`config.mk`:
```
export PLATFORM = sky130hd
export DESIGN_NAME = rom_fetch_unit
export DESIGN_NICKNAME = d
export VERILOG_FILES = /design/src/rtl/rom_fetch_unit.sv
export SDC_FILE = /design/constraint.sdc
export NUM_CORES = 1
export LEC_CHECK = 0
export CAP_MARGIN = 20
export CORE_UTILIZATION = 45
export CTS_CLUSTER_SIZE = 40
export DETAILED_ROUTE_END_ITERATION = 16
export PLACE_DENSITY = 0.92
export SLEW_MARGIN = 20
export SYNTH_ARGS = -nofsm -noshare
export SYNTH_HDL_FRONTEND = slang
export SYNTH_SLANG_ARGS = --single-unit
```
`constraint.sdc`:
```
create_clock -name clk -period 3.2 [get_ports clk]
set_input_delay 0.8 -clock clk [delete_from_list [all_inputs] [get_ports clk]]
set_output_delay 0.8 -clock clk [all_outputs]
set_load 0.1 [all_outputs]
```
`src/rtl/rom_fetch_unit.sv`:
```
// rom_fetch_unit: program-ROM read sequencer. The PC drives the ROM address.
// Each fetched word is latched into an instruction register and offered
// downstream over a valid/ready handshake.
module rom_fetch_unit #(
    parameter int ADDR_W     = 4,
    parameter int DATA_W     = 12,
    parameter int START_ADDR = 0,
    parameter int END_ADDR   = 15
) (
    input  logic              clk,
    input  logic              rst_n,
    input  logic              start,
    input  logic              abort,
    input  logic              jump_en,
    input  logic [ADDR_W-1:0] jump_addr,
    output logic [ADDR_W-1:0] rom_addr,
    input  logic [DATA_W-1:0] rom_data,
    output logic [DATA_W-1:0] instr,
    output logic [ADDR_W-1:0] instr_pc,
    output logic              instr_valid,
    input  logic              instr_ready,
    output logic              busy,
    output logic              done
);

    localparam logic [ADDR_W-1:0] START_PC = ADDR_W'(START_ADDR);
    localparam logic [ADDR_W-1:0] END_PC   = ADDR_W'(END_ADDR);

    typedef enum logic [1:0] {S_IDLE, S_FETCH, S_VALID, S_DONE} state_t;

    state_t            state, state_nx;
    logic [ADDR_W-1:0] pc, pc_nx;
    logic              hs;

    assign hs       = instr_valid & instr_ready;
    assign rom_addr = pc;

    // state and PC registers
    always_ff @(posedge clk or negedge rst_n) begin
        if (!rst_n) begin
            state <= S_IDLE;
            pc    <= START_PC;
        end else begin
            state <= state_nx;
            pc    <= pc_nx;
        end
    end

    // next state / next PC; abort overrides everything else
    always_comb begin
        state_nx = state;
        pc_nx    = pc;
        if (abort) begin
            state_nx = S_IDLE;
            pc_nx    = START_PC;
        end else begin
            case (state)
                S_IDLE, S_DONE: begin
                    if (start) begin
                        pc_nx    = START_PC;
                        state_nx = S_FETCH;
                    end
                end
                S_FETCH: state_nx = S_VALID;
                S_VALID: begin
                    if (hs) begin
                        if (jump_en) begin
                            // jumps bypass the end-address check
                            pc_nx    = jump_addr;
                            state_nx = S_FETCH;
                        end else if (pc == END_PC) begin
                            state_nx = S_DONE;
                        end else begin
                            pc_nx    = pc + ADDR_W'(1);
                            state_nx = S_FETCH;
                        end
                    end
                end
                default: state_nx = S_IDLE;
            endcase
        end
    end

    // status outputs decoded from state
    always_comb begin
        busy = (state == S_FETCH) || (state == S_VALID);
        done = (state == S_DONE);
    end

    // instruction register; abort drops valid but keeps the last word
    always_ff @(posedge clk or negedge rst_n) begin
        if (!rst_n) begin
            instr       <= '0;
            instr_pc    <= '0;
            instr_valid <= 1'b0;
        end else if (abort) begin
            instr_valid <= 1'b0;
        end else if (state == S_FETCH) begin
            instr       <= rom_data;
            instr_pc    <= pc;
            instr_valid <= 1'b1;
        end else if (state == S_VALID && hs) begin
            instr_valid <= 1'b0;
        end
    end

endmodule

```
# [After elaboration in Yosys (flattened, before gate mapping)]
# Index checks and enable logic that the tools add are counted.
[classes] bitwise_logic=2 add_sub_neg=1 n_eq_ne=7 reduce_logical=9 n_mux=15
[ops] cell="$mux 4" count=5
[ops] cell="$mux 2" count=5
[ops] cell="$pmux 4 s2" count=1
[ops] cell="$ne 3x3->1 const B" count=2
[ops] cell="$pmux 2 s3" count=1
[ops] cell="$reduce_bool 3->1" count=2
[ops] cell="$add 4x1->4 const B" count=1
[ops] cell="$eq 2x2->1 const B" count=2
[ops] cell="$eq 4x4->1 const B" count=1
[ops] cell="$ne 4x4->1 const B" count=1
[ops] cell="$reduce_and 2->1" count=2
[ops] cell="$reduce_and 4->1" count=1
[ops] cell="$mux 1" count=3
[ops] cell="$eq 2x1->1 const B" count=1
[ops] cell="$logic_not 2->1" count=1
[ops] cell="$reduce_or 2->1" count=1
[ops] cell="$and 1x1->1" count=1
[ops] cell="$logic_and 1x1->1" count=1
[ops] cell="$logic_or 1x1->1" count=1
[ops] cell="$not 1->1" count=1
[word_totals] inputBits=22 ff_bits=23 wordCells=39

# [Logic depth before layout (Yosys ltp)]
[depth] ltp_word=6 ltp_mapped=6 mapped_depth_nobuf=6

# [Least setup slack after synthesis]
# No wires, ideal clock.
[synth_path] path_type="register -> output" start="reg state[0]" end="out busy" slack_ns=1.050 stages_incl_launch_ff=4 arrival_ns=1.350 n_path_buf=0 required_ns=2.400 path_cell_list="dfrtp_1 inv_1 ha_1 inv_1"
[synth_between] elab_chain_cells=2 word_cells_on_any_way=3
[synth_lines] item="start: declaration" line="31" text="state_t state, state_nx;"
[synth_lines] item="start signal: assignment" line="44" text="state <= state_nx;"
[synth_lines] item="$eq 2x1->1 or $eq 2x2->1 (tied branches)" line="86" text="busy = (state == S_FETCH) || (state == S_VALID);"
[synth_lines] item="$logic_or 1x1->1 (*)" line="86"
[synth_lines] item="end: declaration" line="22" text="output logic busy,"
# Every way passes the cells marked *; elsewhere a longest branch is shown, timed or not.

# [Final worst setup path]
# Ends and elaborated chain as after synthesis.

==> results.py <==
metrics = {
    "drt": {
        "vias": 833,
        "viasPerCell": 5.24,
        "routedWlPerCell_um": 14.2,
        "drc": 0,
        "antenna_left": 0,
        "wirelength_um": 2260,
        "dr.pass1.iters": 4,
        "drt-initial-drc-count": 5,
    },
    "grt": {
        "antenna_found_initial": 0,
        "grt_pass1_wl_um": 3620,
        "grt_use_total_pct": 18.9,
        "grt_pass1_vias": 835,
        "grt_overflow": 0,
        "grt_max_degree": 24,
    },
    "floorplanning": {
        "die_w_um": 51.5,
        "fp.coreArea_mm2": 0.00225,
        "io_pins": 45,
        "rows": 17,
        "dieArea_mm2": 0.00265,
        "initial_core_util_pct": 48.9,
        "die_y_um": 51.5,
    },
    "placed_design": {
        "place_area_mm2": 0.00151,
        "io_buffers": 44,
        "gp_congestion": 0.851,
        "dp_hpwl_um": 1750,
    },
    "worst_setup_path": {
        "rr_endpoint": "rom_addr[1]",
        "worstReg2RegStart": "state[0]",
        "reg2reg_slack_ps": 1350,
        "worst_setup_path_start_kind": "flip-flop",
        "critical_path_class": "flip-flop to output pin",
        "crit_required_ps": 2400,
        "end_kind": "output pin",
        "cp.arrival_ps": 1490,
        "reg2regPathDepth": 6,
        "crit_fanout": 5,
    },
    "synthesis": {
        "avgSynthCellArea_um2": 13.0,
        "syn-num-nets": 112,
        "synth.distinct_cells": 28,
        "netlist_area_mm2": 0.00110,
        "synthTopCellsByArea": "dfrtp_1 52%, mux2_2 18%, ha_1 5.7%",
        "netlist.area_leader.share_pct": 52.2,
        "yosys_warnings": 0,
        "netlist_instances": 85,
        "ys_seq_elements": 23,
        "yosys.area.top_type": "dfrtp_1",
        "ys_seq_area_share_pct": 52.2,
    },
    "cts": {
        "cts_resized": 0,
        "cts_inserted_buffers": 3,
        "clk_pin_slew_ps": 120,
        "ctsHoldBuffers": 0,
        "ctsLongestPathBuffers": 2,
        "tritoncts": "done",
        "root_buffer": "clkbuf_4",
        "worst_skew_pair.late_latency_ps": 300,
        "cts_setup_buffers": 0,
        "htreeDepth": 1,
        "cts.sinks": 23,
    },
    "finish": {
        "final_nets": 159,
        "drive_above_1_share_pct": 39.7,
        "layout_commonest_cell": "buf_4",
        "final_cell_mix": "24 x buf_4, 23 x dfrtp_1, 20 x clkdlybuf4s50_1",
        "final_area_mm2": 0.00153,
        "antenna_cells": 0,
        "area_growth_pct": 38.6,
    },
    "power_and_ir_drop": {
        "total_power_mw": 1.52,
        "p_per_area_mw_per_mm2": 996,
        "ir_drop_uv": 832,
        "p_leak_nw": 0.716,
    },
    "sta": {
        "setup_viol": 0,
        "slew_viol_final": 0,
        "period_share_pct": 71.6,
        "relSlewSlack_pct": 68.0,
        "worst_pin_slew_ps": 480,
        "whs_ps": 435,
        "hold_viol_final": 0,
        "fin_crit_ps": 2290,
        "rsz0062_at_grt": "no",
        "clock_skew_ps": 1.44,
        "fmax_ghz": 0.436,
        "tns_ps": 0,
    },
    "outcome": {
        "status": "complete, no violations",
    },
    "flow_run": {
        "max_cap_violations": 0,
    },
    "worst_hold_path": {
        "hp-class": "input pin to async pin",
    },
}
[worst max-delay path: stages, from the launching register on]
cell and delay, ps:
dfrtp_1 440, inv_1 60, ha_1 330, inv_1 70, buf_4 280
[per-layer routing]
metal / GRT usage, % / vias up / share of wire (%)
met1: 23.2 / 406 / 43
met5: 0 / - / 0
met4: 8.11 / 0 / 0.80
met2: 32.9 / 32 / 50
met3: 2.92 / 2 / 5.5
li1: - / 393 / -
[where the power goes]
part	total (mW)	internal [mW]	switching, mW	leakage (nW)
logic	0.972	0.227	0.745	0.409
registers	0.420	0.374	0.0467	0.292
clock network	0.129	0.0486	0.0808	0.0150
[logic make-up after synthesis]
group	count (synthesis)	synth area share (%)
AO/OA/AOI/OAI	14	9.31
buffers and inverters	8	3.63
flip-flops	23	52.2
AND/OR/NAND/NOR	16	9.99
adder cells (fa/ha/maj)	5	5.68
multiplexers	18	18.4
XOR/XNOR	1	0.795
[Yosys cell counts]
cell / instances
dfrtp_1: 23
mux2_2: 18
ha_1: 5
inv_1: 5
nor2_1: 4
a22o_1: 3
a21oi_1: 2
buf_2: 2
nand2_1: 2
o21ai_0: 2
o32ai_1: 2
a211oi_1: 1
a21boi_0: 1
a22oi_1: 1
a31oi_1: 1
and4b_2: 1
buf_6: 1
nand2_2: 1
nand3_1: 1
nor2_4: 1
nor2b_1: 1
nor2b_4: 1
nor3b_1: 1
o211a_1: 1
or2_2: 1
or3_1: 1
or4b_4: 1
xnor2_1: 1
[state kept, by name (all words and copies together), names as in the netlist]
register / count
instr: 12
instr_pc: 4
rom_addr: 4
state: 2
instr_valid: 1
[metrics by stage]
| stage | setup slack (ps) | instances | util [%] |
|---|---|---|---|
| 5_1_grt | 795 | 159 | 67.8 |
| 3_5_place_dp | 895 | 155 | 66.8 |
| 6_report | 909 | 159 | 67.8 |
| 2_1_floorplan | 1050 | 85 | - |
| 4_1_cts | 873 | 159 | 68.0 |
| 3_3_place_gp | 943 | 155 | 66.8 |
[layout make-up]
type | count | area [um2]
inverters | 5 | 18.8
clock buffers | 4 | 26.3
flip-flops and latches | 23 | 576
multi-input cells | 54 | 487
repair buffers | 45 | 385
fillers | 189 | 727
well taps | 28 | 35.0
[worst max-delay path by stage]
stage	start	end
3_3_place_gp	abort	rom_addr[1]
4_1_cts	state[0]	busy
2_1_floorplan	state[0]	busy
3_5_place_dp	jump_en	rom_addr[3]
5_1_grt	state[0]	busy
6_report	state[0]	busy
Note: power is estimated with default switching activity, not from simulation.
